## src/rtl/pipe_pkg.sv

```systemverilog
// Shared defaults and sizing helpers for the bubble-collapsing pipeline chain.
package pipe_pkg;
  localparam int DEF_WIDTH  = 32;
  localparam int DEF_STAGES = 4;
  localparam int DEF_CNT_W  = 16;

  function automatic int occ_w(input int stages);
    return $clog2(stages + 1);
  endfunction
endpackage

```

## src/rtl/pipe_chain_if.sv

```systemverilog
// Upstream/downstream valid-ready handshake bundle; slave is the chain side.
interface pipe_chain_if
  import pipe_pkg::*;
#(
  parameter int WIDTH = DEF_WIDTH
);
  logic             in_valid;
  logic             in_ready;
  logic [WIDTH-1:0] in_data;
  logic             out_valid;
  logic             out_ready;
  logic [WIDTH-1:0] out_data;

  modport master (output in_valid, in_data, out_ready,
                  input  in_ready, out_valid, out_data);
  modport slave  (input  in_valid, in_data, out_ready,
                  output in_ready, out_valid, out_data);
endinterface

```

## src/rtl/pipe_stage.sv

```systemverilog
// One pipeline slot: valid bit with async clear plus an unreset payload register.
// Loads on load_i, otherwise holds.
module pipe_stage
  import pipe_pkg::*;
#(
  parameter int WIDTH = DEF_WIDTH
) (
  input  logic             clk,
  input  logic             rst_n,
  input  logic             load_i,
  input  logic             v_i,
  input  logic [WIDTH-1:0] d_i,
  output logic             v_o,
  output logic [WIDTH-1:0] d_o
);
  logic             v_q;
  logic             v_d;
  logic [WIDTH-1:0] d_q;

  assign v_d = load_i ? v_i : v_q;

  always_ff @(posedge clk or negedge rst_n) begin
    if (!rst_n) v_q <= 1'b0;
    else        v_q <= v_d;
  end

  // Payload carries no reset; it is only observed through v.
  always_ff @(posedge clk) begin
    if (load_i) d_q <= d_i;
  end

  assign v_o = v_q;
  assign d_o = d_q;
endmodule

```

## src/rtl/pipe_chain.sv

```systemverilog
// STAGES-deep bubble-collapsing register chain with per-stage flush; latency STAGES cycles.
// Backpressure: a stage advances when any stage at or after it is empty or out_ready is high.
module pipe_chain
  import pipe_pkg::*;
#(
  parameter int WIDTH  = DEF_WIDTH,
  parameter int STAGES = DEF_STAGES,
  parameter int CNT_W  = DEF_CNT_W
) (
  input  logic                         clk,
  input  logic                         rst_n,
  pipe_chain_if.slave                  bus,
  input  logic [STAGES-1:0]            flush_mask,
  output logic [occ_w(STAGES)-1:0]     occupancy,
  output logic [CNT_W-1:0]             stall_cnt
);
  localparam int OCC_W = occ_w(STAGES);

  logic [STAGES-1:0] v_q;
  logic [STAGES-1:0] v_d;
  logic [STAGES-1:0] live;
  logic [STAGES-1:0] adv;
  logic [WIDTH-1:0]  d_q [STAGES];
  logic [WIDTH-1:0]  d_d [STAGES];
  logic [CNT_W-1:0]  stall_q;
  logic [CNT_W-1:0]  stall_d;

  assign live = v_q & ~flush_mask;

  // Advance ripples from the output back; a running OR avoids a self-referencing vector.
  always_comb begin : adv_chain
    logic run;
    adv = '0;
    run = bus.out_ready;
    for (int k = STAGES - 1; k >= 0; k--) begin
      run    = run | ~live[k];
      adv[k] = run;
    end
  end

  for (genvar k = 0; k < STAGES; k++) begin : g_stage
    if (k == 0) begin : g_head
      assign v_d[k] = bus.in_valid & ~flush_mask[0];
      assign d_d[k] = bus.in_data;
    end else begin : g_body
      assign v_d[k] = live[k-1];
      assign d_d[k] = d_q[k-1];
    end

    pipe_stage #(.WIDTH(WIDTH)) u_stage (
      .clk    (clk),
      .rst_n  (rst_n),
      .load_i (adv[k]),
      .v_i    (v_d[k]),
      .d_i    (d_d[k]),
      .v_o    (v_q[k]),
      .d_o    (d_q[k])
    );
  end

  assign bus.in_ready  = adv[0];
  assign bus.out_valid = live[STAGES-1];
  assign bus.out_data  = d_q[STAGES-1];

  always_comb begin
    occupancy = '0;
    for (int k = 0; k < STAGES; k++) begin
      occupancy = occupancy + OCC_W'(v_q[k]);
    end
  end

  always_comb begin
    stall_d = stall_q;
    if (bus.out_valid && !bus.out_ready && (stall_q != {CNT_W{1'b1}})) begin
      stall_d = stall_q + CNT_W'(1);
    end
  end

  always_ff @(posedge clk or negedge rst_n) begin
    if (!rst_n) stall_q <= '0;
    else        stall_q <= stall_d;
  end

  assign stall_cnt = stall_q;
endmodule
```

## src/flat_wrapper.sv

```systemverilog
// flat-port wrapper written by rule: the top's interface ports become plain ports
module pipe_chain_flat import pipe_pkg::*;
#(
  parameter int WIDTH  = DEF_WIDTH,
  parameter int STAGES = DEF_STAGES,
  parameter int CNT_W  = DEF_CNT_W
)
  (clk, rst_n, flush_mask, occupancy, stall_cnt, bus_in_valid, bus_in_data, bus_out_ready, bus_in_ready, bus_out_valid, bus_out_data);
  pipe_chain_if #(.WIDTH(WIDTH)) bus_i ();
  input  logic clk;
  input  logic rst_n;
  input  logic [STAGES-1:0] flush_mask;
  output logic [occ_w(STAGES)-1:0] occupancy;
  output logic [CNT_W-1:0] stall_cnt;
  input wire logic [$bits(bus_i.in_valid)-1:0] bus_in_valid;
  input wire logic [$bits(bus_i.in_data)-1:0] bus_in_data;
  input wire logic [$bits(bus_i.out_ready)-1:0] bus_out_ready;
  output wire logic [$bits(bus_i.in_ready)-1:0] bus_in_ready;
  output wire logic [$bits(bus_i.out_valid)-1:0] bus_out_valid;
  output wire logic [$bits(bus_i.out_data)-1:0] bus_out_data;
  assign bus_i.in_valid = bus_in_valid;
  assign bus_i.in_data = bus_in_data;
  assign bus_i.out_ready = bus_out_ready;
  assign bus_in_ready = bus_i.in_ready;
  assign bus_out_valid = bus_i.out_valid;
  assign bus_out_data = bus_i.out_data;
  pipe_chain #(.WIDTH(WIDTH), .STAGES(STAGES), .CNT_W(CNT_W)) u_core (.clk(clk), .rst_n(rst_n), .bus(bus_i), .flush_mask(flush_mask), .occupancy(occupancy), .stall_cnt(stall_cnt));
endmodule
```

## config.mk

```make
export PLATFORM = sky130hd
export DESIGN_NAME = pipe_chain_flat
export DESIGN_NICKNAME = d
export VERILOG_FILES = /design/src/rtl/pipe_pkg.sv /design/src/rtl/pipe_chain_if.sv /design/src/rtl/pipe_stage.sv /design/src/rtl/pipe_chain.sv /design/src/flat_wrapper.sv
export SDC_FILE = /design/constraint.sdc
export NUM_CORES = 1
export LEC_CHECK = 0
export BUFFER_PORTS_ARGS = -buffer_cell sky130_fd_sc_hd__buf_2
export CAP_MARGIN = 40
export CORE_MARGIN = 2
export CORE_UTILIZATION = 50
export DETAILED_ROUTE_END_ITERATION = 10
export PLACE_DENSITY = 0.73
export SYNTH_ARGS = -nofsm -noshare
export SYNTH_HDL_FRONTEND = slang
export SYNTH_SLANG_ARGS = --single-unit
```

## constraint.sdc

```tcl
create_clock -name clk -period 3.15 [get_ports clk]
set_input_delay 0.1575 -clock clk [delete_from_list [all_inputs] [get_ports clk]]
set_output_delay 0.1575 -clock clk [all_outputs]
set_load 0.02 [all_outputs]
```

==> results.py, run 1 <==
metrics = {
    "sta": {
        "worst_slew_margin_rel_pct": 48.68,
        "whs_ns": 0.1390,
        "timing.fmax_mhz": 341.9,
        "slew_violations": 0,
        "final.setup.tns_ns": 0,
        "timing.final.crit_share_pct": 92.86,
        "worst-slew-pin-transition_ns": 0.7698,
        "postLayoutSetupSlackWorst_ns": 0.2248,
        "fin_skew_ns": 0.007150,
        "finalSetupViolCount": 0,
        "period_needed_ns": 2.925,
        "grt_setup_unrepaired": "false",
        "final-hold-violation-count": 0,
    },
    "synthesis": {
        "synth.ff_latch_count": 148,
        "synth_largest_area_cell": "sky130_fd_sc_hd__edfxtp_1",
        "syn_inst": 219,
        "netlist_area_um2": 4917,
        "syn-mean-instance-area_um2": 22.45,
        "synth_top_cells_by_area": "sky130_fd_sc_hd__edfxtp_1, sky130_fd_sc_hd__dfrtp_1, sky130_fd_sc_hd__xnor2_1",
        "yosysTopAreaCellShare_pct": 78.17,
        "synth_edf_count": 128,
        "synth_seq_area_share_pct": 88.35,
        "synth_top_flop_cell": "sky130_fd_sc_hd__edfxtp_1",
        "postSynth.asyncResetShare_pct": 13.51,
        "synth_warnings": 0,
        "synthesis.nets": 263,
        "ys_types": 34,
    },
    "placed_design": {
        "place_ws_ns": 0.6904,
        "io_buffer_count": 92,
        "routabilityCongestion": 0.7101,
        "detailedPlacementHpwl_um": 4449,
        "placed_cell_area_um2": 5555,
    },
    "power": {
        "peakVddDrop_mv": 0.4698,
        "p_leak_uw": 0.002711,
        "cellPowerDensity_nw_per_um2": 665.7,
    },
    "final_layout": {
        "layout.cell_area.non_filler_um2": 6496,
        "fin_nets": 413,
        "num_antenna_cells": 0,
        "synthToLayoutAreaGrowth_pct": 32.11,
        "layout-drive-gt1-share_pct": 36.39,
    },
    "detailed_routing": {
        "final_antenna_net_count": 0,
        "first_pass_iters": 4,
        "remaining_drc_errors": 0,
        "vias_per_cell": 4.617,
        "num_vias": 2378,
        "routed_wirelength_um": 7512,
        "wire_per_inst_um": 14.59,
        "drt-initial-drc-count": 48,
    },
    "setup_path": {
        "r2r_cells": 3,
        "worst_setup_path_class": "reg -> out",
        "endpoint_kind": "output port",
        "cp_max_fo": 33,
        "crit_path_start_kind": "register",
        "regToRegSetupSlack_ns": 0.71,
        "worstPathArrival_ns": 2.77,
        "cp_data_required_time_ns": 2.99,
    },
    "global_routing": {
        "grt_start_max_net_pins": 34,
        "grt_first_pass_wirelength_um": 11690,
        "grt_pass1_vias": 2399,
        "grt-ovfl-total": 0,
        "grt_antenna_before_repair": 0,
        "grt_util_all_layers_pct": 15.42,
    },
    "clocking": {
        "cts_max_path_buffers": 2,
        "numCtsBuffers": 17,
        "postCtsSetupRepairBufs": 0,
        "cts.htree.levels": 4,
        "clk-insertion-delay-late_ns": 0.50,
        "clkTransAtPathRegs_ns": 0.06,
        "tritoncts_num_sinks": 148,
        "cts_root_buf": "sky130_fd_sc_hd__clkbuf_8",
        "cts_tree": "yes",
    },
    "floorplan": {
        "i_o_pins": 93,
        "die_area_um2": 10640,
        "die_height_um": 103.2,
        "start_util_pct": 51.01,
        "core_area_um2": 9639,
        "die_width_um": 103.2,
        "std_cell_rows": 36,
    },
    "status": {
        "status": "finished, final reports clean",
    },
    "worst_hold_path": {
        "min_path_type": "in -> async",
    },
    "flow_run": {
        "maxCapViolations": 0,
    },
}
## worst max-delay path: stages (launching register included)
cell and delay (ns):
sky130_fd_sc_hd__dfrtp_1 0.39, sky130_fd_sc_hd__or3b_2 0.73, sky130_fd_sc_hd__nor3_2 0.29, sky130_fd_sc_hd__inv_1 0.08, sky130_fd_sc_hd__or3_1 0.30, sky130_fd_sc_hd__buf_4 0.26
sky130_fd_sc_hd__buf_2 0.21
## cells in the mapped netlist (2+ instances only)
| cell type | count |
|---|---|
| sky130_fd_sc_hd__edfxtp_1 | 128 |
| sky130_fd_sc_hd__dfrtp_1 | 20 |
| sky130_fd_sc_hd__nand3_1 | 8 |
| sky130_fd_sc_hd__xnor2_1 | 8 |
| sky130_fd_sc_hd__xor2_1 | 5 |
| sky130_fd_sc_hd__nand2b_1 | 4 |
| sky130_fd_sc_hd__ha_1 | 3 |
| sky130_fd_sc_hd__inv_1 | 3 |
| sky130_fd_sc_hd__nand2_1 | 3 |
| sky130_fd_sc_hd__nand4_1 | 3 |
| sky130_fd_sc_hd__nor3_1 | 3 |
| sky130_fd_sc_hd__a21oi_1 | 2 |
| sky130_fd_sc_hd__and3_1 | 2 |
| sky130_fd_sc_hd__mux2_4 | 2 |
| sky130_fd_sc_hd__nand4b_1 | 2 |
| sky130_fd_sc_hd__nor2_1 | 2 |
| sky130_fd_sc_hd__nor3_2 | 2 |
| sky130_fd_sc_hd__nor3_4 | 2 |
| sky130_fd_sc_hd__or3_1 | 2 |
## cells by family after synthesis
kind of cell	share of synthesized area, %
muxes	0.6107
buffers and inverters	0.4580
xor gates and xnor gates	2.316
and+or+nand+nor	6.667
DFF	88.35
AOI/OAI and AO/OA	0.4326
adders and majority gates	1.171
## area by class of cell
class | count | area, um^2
flip-flops and latches | 148 | 4344
fillers | 652 | 3143
repair buffers | 132 | 853.3
multi-input cells | 67 | 550.5
clock buffers | 18 | 417.9
well taps | 133 | 166.4
clock inverters | 14 | 152.6
inverters | 3 | 11.26
## metrics by stage
stage / total power (uW) / instances / util (%)
2_1_floorplan: 2358 / 219 / -
3_3_place_gp: 2430 / 446 / 57.63
3_5_place_dp: 2438 / 446 / 57.63
4_1_cts: 4350 / 515 / 67.39
5_1_grt: 4475 / 515 / 67.39
6_report: 4324 / 515 / 67.39
## sequential cells by signal, summed over array words and instances (netlist names)
name                        count
u_core.g_stage.u_stage.v_o      4
u_core.g_stage.u_stage.d_o    128
u_core.stall_cnt               16
## routing by layer
layer	track usage, %	share of wire (%)	up-vias
met5	0	0	-
met4	5.567	1.2	0
met3	5.780	6.0	12
met2	27.17	55	67
met1	17.22	38	1152
li1	-	-	1147
## path summary, 6_finish.rpt
| kind | start | endpoint |
|---|---|---|
| setup / recovery | u_core.g_stage[3].u_stage.v_o$_DFFE_PN0P_ | bus_in_ready |
| hold / removal | rst_n | u_core.g_stage[1].u_stage.v_o$_DFFE_PN0P_ |
| setup reg to reg | u_core.g_stage[3].u_stage.v_o$_DFFE_PN0P_ | u_core.g_stage[2].u_stage.d_o[26]$_DFFE_PP_ |
| hold reg to reg | u_core.g_stage[2].u_stage.d_o[12]$_DFFE_PP_ | u_core.g_stage[3].u_stage.d_o[12]$_DFFE_PP_ |
| max in group asynchronous | rst_n | u_core.stall_cnt[1]$_DFFE_PN0P_ |
| min in group clk | bus_out_ready | u_core.g_stage[3].u_stage.v_o$_DFFE_PN0P_ |
## power breakdown
part / internal (uW) / switching, uW
registers: 2230 / 35.8
clock network: 1130 / 757
logic: 80.5 / 88.7
total: 3440 / 881
## repair_timing
item                                   CTS  global route
resized for setup                        0             0
endpoints found under the hold margin   56             0
hold buffers                            37             0
## cell usage in the layout, fill, tap and decap left out, types with 3 or more instances in the layout
cell,n
sky130_fd_sc_hd__dlygate4sd3_1,37
sky130_fd_sc_hd__buf_4,3
sky130_fd_sc_hd__nand4_1,3
sky130_fd_sc_hd__nand2b_1,4
sky130_fd_sc_hd__xnor2_1,8
sky130_fd_sc_hd__nand3_1,8
sky130_fd_sc_hd__edfxtp_1,128
sky130_fd_sc_hd__nor3_1,3
sky130_fd_sc_hd__inv_6,3
sky130_fd_sc_hd__ha_1,3
sky130_fd_sc_hd__xor2_1,5
sky130_fd_sc_hd__inv_1,3
sky130_fd_sc_hd__buf_2,92
sky130_fd_sc_hd__dfrtp_1,20
sky130_fd_sc_hd__clkinv_4,3
sky130_fd_sc_hd__clkbuf_16,16
sky130_fd_sc_hd__nand2_1,3
sky130_fd_sc_hd__clkinvlp_4,4
Note: power is estimated with default switching activity, not from simulation.
==> run 2, diff against run 1 <==
--- a/config.mk
+++ b/config.mk
@@ -6,8 +6,10 @@
 export NUM_CORES = 1
 export LEC_CHECK = 0
+export ABC_CLOCK_PERIOD_IN_PS = 3150
 export BUFFER_PORTS_ARGS = -buffer_cell sky130_fd_sc_hd__buf_2
 export CAP_MARGIN = 40
 export CORE_MARGIN = 2
 export CORE_UTILIZATION = 50
+export CTS_CLUSTER_SIZE = 20
 export DETAILED_ROUTE_END_ITERATION = 10
 export PLACE_DENSITY = 0.73
==> constraint.sdc (replaced) <==
create_clock -name clk -period 3.15 [get_ports clk]
set_input_delay 0.4725 -clock clk [delete_from_list [all_inputs] [get_ports clk]]
set_output_delay 0.4725 -clock clk [all_outputs]
set_load 0.02 [all_outputs]
==> results.py, run 2 (synthesized netlist as in run 1, its figures left out) <==
metrics = {
    "status": {
        "status": "finished, final reports clean",
    },
    "setup_path": {
        "crit-reg2reg-capture": "u_core.g_stage[2].u_stage.d_o[3]$_DFFE_PP_",
        "regToRegSetupSlack_ns": 0.89,
        "cp_slowest_stage_delay_ns": 0.50,
        "crit_chain": "or3b_2, nor3_2, inv_1, or3_1, buf_2",
        "crit_path_start_kind": "register",
        "cp_max_fo": 3,
        "critPathCapture": "bus_in_ready",
        "worst_setup_path_class": "reg -> out",
        "worstSetupStartpoint": "u_core.g_stage[3].u_stage.v_o$_DFFE_PN0P_",
        "r2r_cells": 3,
        "cp_slowest_cell": "sky130_fd_sc_hd__or3b_2",
        "cp_data_required_time_ns": 2.68,
        "endpoint_kind": "output port",
        "crit-reg2reg-launch": "u_core.g_stage[3].u_stage.v_o$_DFFE_PN0P_",
        "worstPathArrival_ns": 2.32,
    },
    "sta": {
        "timing.fmax_mhz": 358.1,
        "final.setup.tns_ns": 0,
        "timing.final.crit_share_pct": 88.64,
        "worst-slew-pin-transition_ns": 0.7666,
        "finalSetupViolCount": 0,
        "whs_ns": 0.1375,
        "fin_skew_ns": 0.01847,
        "slew_violations": 0,
        "worst_slew_margin_rel_pct": 48.89,
        "period_needed_ns": 2.792,
        "final-hold-violation-count": 0,
        "grt_setup_unrepaired": "false",
    },
    "detailed_routing": {
        "vias_per_cell": 4.690,
        "remaining_drc_errors": 0,
        "final_antenna_net_count": 0,
        "first_pass_iters": 4,
        "num_vias": 2242,
        "routed_wirelength_um": 6748,
        "wire_per_inst_um": 14.12,
        "drt-initial-drc-count": 109,
    },
    "floorplan": {
        "die_height_um": 103.2,
        "i_o_pins": 93,
        "die_width_um": 103.2,
        "start_util_pct": 51.01,
        "die_area_um2": 10640,
        "core_area_um2": 9639,
        "std_cell_rows": 36,
    },
    "clocking": {
        "clkTransAtPathRegs_ns": 0.06,
        "tritoncts_num_sinks": 148,
        "cts_tree": "yes",
        "cts_root_buf": "sky130_fd_sc_hd__clkbuf_8",
        "clk-insertion-delay-late_ns": 0.51,
        "numCtsBuffers": 17,
        "cts_max_path_buffers": 2,
        "postCtsSetupRepairBufs": 0,
        "cts.htree.levels": 4,
    },
    "final_layout": {
        "top_library_cells_by_usage_in_the_layout_fill_and_taps_aside": "sky130_fd_sc_hd__edfxtp_1, sky130_fd_sc_hd__buf_2, sky130_fd_sc_hd__dfrtp_1",
        "most_frequent_standard_cell_in_the_layout_excluding_fill_and_tap_cells": "sky130_fd_sc_hd__edfxtp_1",
        "largest_reg_flops": 128,
        "num_antenna_cells": 0,
        "layout-drive-gt1-share_pct": 40.00,
        "post-route-util_pct": 63.60,
        "fin_nets": 377,
        "synthToLayoutAreaGrowth_pct": 24.68,
        "final.fill_count": 688,
    },
    "power": {
        "fin_total_pwr_uw": 4273,
        "peakVddDrop_mv": 0.4234,
        "cellPowerDensity_nw_per_um2": 696.9,
        "p_leak_uw": 0.002557,
    },
    "global_routing": {
        "grt_antenna_before_repair": 0,
        "grt_pass1_vias": 2225,
        "grt_first_pass_wirelength_um": 10590,
        "grt-ovfl-total": 0,
        "grt_util_all_layers_pct": 14.06,
        "grt_start_max_net_pins": 41,
    },
    "placed_design": {
        "detailedPlacementHpwl_um": 4435,
        "io_buffer_count": 92,
        "routabilityCongestion": 0.7111,
    },
    "flow_run": {
        "maxCapViolations": 0,
    },
    "worst_hold_path": {
        "min-delay-start": "bus_in_data[8]",
        "min_path_type": "in -> reg",
    },
}
## run 2: per-layer routing
metal  routed length [um]  vias up  global-route usage [%]
li1                     -     1077                       -
met3                  505        8                   6.653
met5                    0        -                       0
met1                 2606     1084                   16.57
met4                   99        0                   6.579
met2                 3535       73                   22.08
## run 2: layout make-up
cell class              count  area [um^2]  share of cell area [%]
inverters                   3        11.26                  0.1837
well taps                 133        166.4                   2.714
repair buffers             96        493.0                   8.041
flip-flops and latches    148         4344                   70.86
multi-input cells          67        550.5                   8.980
clock inverters            14        151.4                   2.469
clock buffers              17        414.1                   6.755
## run 2: through the flow
| step | instances | cell area, um^2 | setup slack, ns |
|---|---|---|---|
| 6_report | 478 | 6131 | 0.3577 |
| 4_1_cts | 478 | 6131 | 0.3198 |
| 2_1_floorplan | 219 | 4917 | 0.04995 |
| 5_1_grt | 478 | 6131 | 0.2497 |
| 3_3_place_gp | 446 | 5555 | 0.7057 |
| 3_5_place_dp | 446 | 5555 | 0.6908 |
## run 2: worst min path at each step
stage,to,slack [ns],depth (start not counted)
final,u_core.g_stage[0].u_stage.d_o[8]$_DFFE_PP_,0.14,1
after global routing,u_core.g_stage[0].u_stage.d_o[28]$_DFFE_PP_,0.11,1
after CTS,u_core.g_stage[0].u_stage.d_o[5]$_DFFE_PP_,0.11,1
after detailed placement,u_core.g_stage[1].u_stage.d_o[0]$_DFFE_PP_,0.40,0
after global placement,u_core.g_stage[2].u_stage.d_o[0]$_DFFE_PP_,0.40,0
after floorplan,u_core.g_stage[0].u_stage.v_o$_DFFE_PN0P_,0.18,0
## run 2: timing repair
action / in CTS / in global routing
hold buffers: 1 / 0
resized for setup: 0 / 0
endpoints found under the hold margin: 20 / 0
## run 2: power by group
part           internal (uW)  switching [uW]
clock                   1130             748
combinational           51.4            81.3
sequential              2230            34.2
total                   3410             863
## run 2: critical path, delay by kind of cell, from the launching register on
family	cells	cell delay, ns
and+or+nand+nor	3	1.12
DFF	1	0.41
buffers and inverters	2	0.28
==> run 3, diff against run 2 <==
ABC_AREA = 1   (was unset)
CAP_MARGIN = 20   (was 40)
CTS_CLUSTER_DIAMETER = 120   (was unset)
==> results.py, run 3 <==
metrics = {
    "synthesis": {
        "synth_edf_count": 128,
        "ys_types": 27,
        "synth_top_flop_cell": "sky130_fd_sc_hd__edfxtp_1",
        "synthesis.nets": 345,
        "synth_largest_area_cell": "sky130_fd_sc_hd__edfxtp_1",
        "synth_top_cells_by_area": "sky130_fd_sc_hd__edfxtp_1, sky130_fd_sc_hd__dfrtp_1, sky130_fd_sc_hd__nand2_1",
        "synth_warnings": 0,
        "yosysTopAreaCellShare_pct": 74.76,
        "netlist_area_um2": 5141,
        "syn_inst": 301,
        "synth.most_common_cell": "sky130_fd_sc_hd__edfxtp_1",
        "synth.top_cells.by_count": "sky130_fd_sc_hd__edfxtp_1, sky130_fd_sc_hd__nand2_1, sky130_fd_sc_hd__dfrtp_1, sky130_fd_sc_hd__inv_1, sky130_fd_sc_hd__nor2_1",
        "syn-mean-instance-area_um2": 17.08,
        "postSynth.asyncResetShare_pct": 13.51,
        "synth_seq_area_share_pct": 84.50,
        "synth.ff_latch_count": 148,
    },
    "clocking": {
        "clkTransAtPathRegs_ns": 0.06,
        "postCtsSetupRepairBufs": 0,
        "cts_root_buf": "sky130_fd_sc_hd__clkbuf_8",
        "clk-insertion-delay-late_ns": 0.52,
        "numCtsBuffers": 17,
        "cts.htree.levels": 4,
        "ctsResizeCount": 0,
        "cts_tree": "yes",
        "cts_max_path_buffers": 2,
        "tritoncts_num_sinks": 148,
    },
    "power": {
        "power.share.switching_pct": 20.31,
        "cellPowerDensity_nw_per_um2": 688.0,
        "intPower_uw": 3500,
        "clkPwrFrac_pct": 43.7,
        "p_leak_uw": 0.002692,
        "peakVddDrop_mv": 0.4361,
        "combinationalPowerShare_pct": 4.1,
        "total_switching_power_uw": 891.8,
        "sequentialPowerShare_pct": 52.1,
    },
    "floorplan": {
        "start_util_pct": 50.71,
        "die_area_um2": 11110,
        "core_area_um2": 10140,
        "die_height_um": 105.4,
        "std_cell_rows": 37,
        "i_o_pins": 93,
        "die_width_um": 105.4,
    },
    "worst_hold_path": {
        "worstHoldPathCells": 1,
        "min-delay-start": "bus_in_data[30]",
        "hold-path-endpoint": "u_core.g_stage[0].u_stage.d_o[30]$_DFFE_PP_",
        "min_path_type": "in -> reg",
    },
    "sta": {
        "slew_violations": 0,
        "worst_slew_margin_rel_pct": 68.26,
        "timing.final.crit_share_pct": 79.07,
        "fin_skew_ns": 0.008561,
        "grt_setup_unrepaired": "false",
        "timing.fmax_mhz": 401.5,
        "worst-slew-pin-transition_ns": 0.4762,
        "whs_ns": 0.1265,
        "final-hold-violation-count": 0,
        "finalSetupViolCount": 0,
        "period_needed_ns": 2.491,
        "final.setup.tns_ns": 0,
    },
    "final_layout": {
        "layout.cell_area.non_filler_um2": 6384,
        "post-route-util_pct": 62.96,
        "number_of_standard_cells_in_the_layout_taps_in_and_fillers_out": 564,
        "most_frequent_standard_cell_in_the_layout_excluding_fill_and_tap_cells": "sky130_fd_sc_hd__edfxtp_1",
        "final.fill_count": 730,
        "layout-drive-gt1-share_pct": 34.58,
        "synthToLayoutAreaGrowth_pct": 24.17,
        "top_library_cells_by_usage_in_the_layout_fill_and_taps_aside": "sky130_fd_sc_hd__edfxtp_1, sky130_fd_sc_hd__buf_2, sky130_fd_sc_hd__nand2_1",
        "largest_reg_flops": 128,
        "num_antenna_cells": 0,
        "fin_nets": 461,
    },
    "setup_path": {
        "crit_chain": "ha_1, fa_1, ha_1, buf_2",
        "cp_slowest_cell": "sky130_fd_sc_hd__dfrtp_1",
        "cp_max_fo": 2,
        "crit_path_start_kind": "register",
        "worstPathArrival_ns": 2.02,
        "worst_setup_path_class": "reg -> out",
        "endpoint_kind": "output port",
        "regToRegSetupSlack_ns": 1.47,
        "r2r_cells": 8,
        "crit-reg2reg-launch": "u_core.stall_cnt[0]$_DFFE_PN0P_",
        "crit-reg2reg-capture": "u_core.stall_cnt[9]$_DFFE_PN0P_",
        "cp_data_required_time_ns": 2.68,
        "worst_path_most_repeated_cell": "sky130_fd_sc_hd__ha_1",
        "cp_slowest_stage_delay_ns": 0.39,
    },
    "placed_design": {
        "dp.cells": 533,
        "io_buffer_count": 92,
        "placed_cell_area_um2": 5802,
        "detailedPlacementHpwl_um": 5009,
        "routabilityCongestion": 0.8886,
    },
    "global_routing": {
        "grt_antenna_before_repair": 0,
        "grt_start_max_net_pins": 38,
        "grt-ovfl-total": 0,
        "grt_util_all_layers_pct": 14.92,
        "grt_first_pass_wirelength_um": 12060,
        "grt_pass1_vias": 2504,
    },
    "flow_run": {
        "maxCapViolations": 0,
    },
    "status": {
        "status": "finished, final reports clean",
    },
    "detailed_routing": {
        "wire_per_inst_um": 13.41,
        "first_pass_iters": 4,
        "num_vias": 2650,
        "remaining_drc_errors": 0,
        "routed_wirelength_um": 7561,
        "drt-initial-drc-count": 143,
        "final_antenna_net_count": 0,
        "vias_per_cell": 4.699,
    },
}
-- run 3: cell types whose count changed after synthesis, sizes merged, moves of 3 or more --
cell	previous run	this run
nand3	9	12
nand2b	4	0
inv	3	19
nor3	7	1
nor2	3	24
o21ai	1	9
xnor2	8	3
nand3b	0	3
xor2	5	0
clkinv	0	3
nand2	3	69
-- run 3: cell families (layout without fill, tap and decap cells) --
kind of cell	after synthesis	count (layout)	synth area share (%)
DFF	148	148	84.50
and+or+nand+nor	114	114	11.02
buffers and inverters	22	149	1.679
AOI/OAI and AO/OA	10	10	1.168
adders and majority gates	4	4	1.120
xor gates and xnor gates	3	3	0.5112
-- run 3: metal layers --
metal	GRT usage, %	vias to the layer above	wire length, um
met4	6.762	0	99
met5	0	-	0
met1	18.80	1248	3169
met2	22.30	93	3762
li1	-	1300	-
met3	6.679	9	530
-- run 3: worst max-delay path: cells and delay by family, from the launching register on --
kind,cells,cell delay [ns]
fa+ha+maj,3,0.95
flops,1,0.39
buf+inv,1,0.16
-- run 3: metrics by stage --
step	total power [uW]	setup WS [ns]
floorplan	2417	0.1633
global route	4555	0.6131
finish	4392	0.6592
global placement	2501	1.233
detailed placement	2511	1.206
CTS	4438	0.6412
-- run 3: area by class of cell --
type / instances / area (um^2) / area share [%]
flip-flops and latches: 148 / 4344 / 68.05
multi-input cells: 131 / 710.7 / 11.13
repair buffers: 97 / 500.5 / 7.840
clock buffers: 17 / 414.1 / 6.488
well taps: 136 / 170.2 / 2.666
clock inverters: 13 / 157.7 / 2.470
inverters: 22 / 86.33 / 1.352
-- run 3: worst max-delay path by stage --
stage,cells after the start,start,end,slack (ns)
after floorplan,4,flush_mask[3],bus_in_ready,0.16
after global placement,4,u_core.g_stage[1].u_stage.v_o$_DFFE_PN0P_,occupancy[1],1.23
after detailed placement,4,u_core.g_stage[1].u_stage.v_o$_DFFE_PN0P_,occupancy[1],1.21
after CTS,4,u_core.g_stage[1].u_stage.v_o$_DFFE_PN0P_,occupancy[1],0.64
after global routing,4,u_core.g_stage[1].u_stage.v_o$_DFFE_PN0P_,occupancy[1],0.61
final,4,u_core.g_stage[1].u_stage.v_o$_DFFE_PN0P_,occupancy[1],0.66
-- run 3: what timing repair did --
action | 4_1_cts | 5_1_grt
endpoints found under the setup margin | 0 | 0
hold buffers | 1 | 0
hold endpoints to repair | 20 | 0
-- run 3: power groups by stage --
stage / registers (uW) / logic (uW) / clock network (uW)
final: 2290 / 182 / 1920
after detailed placement: 2330 / 181 / 0
after global placement: 2320 / 177 / 0
after CTS: 2290 / 183 / 1970
after global routing: 2300 / 200 / 2050
after floorplan: 2370 / 48.1 / 0
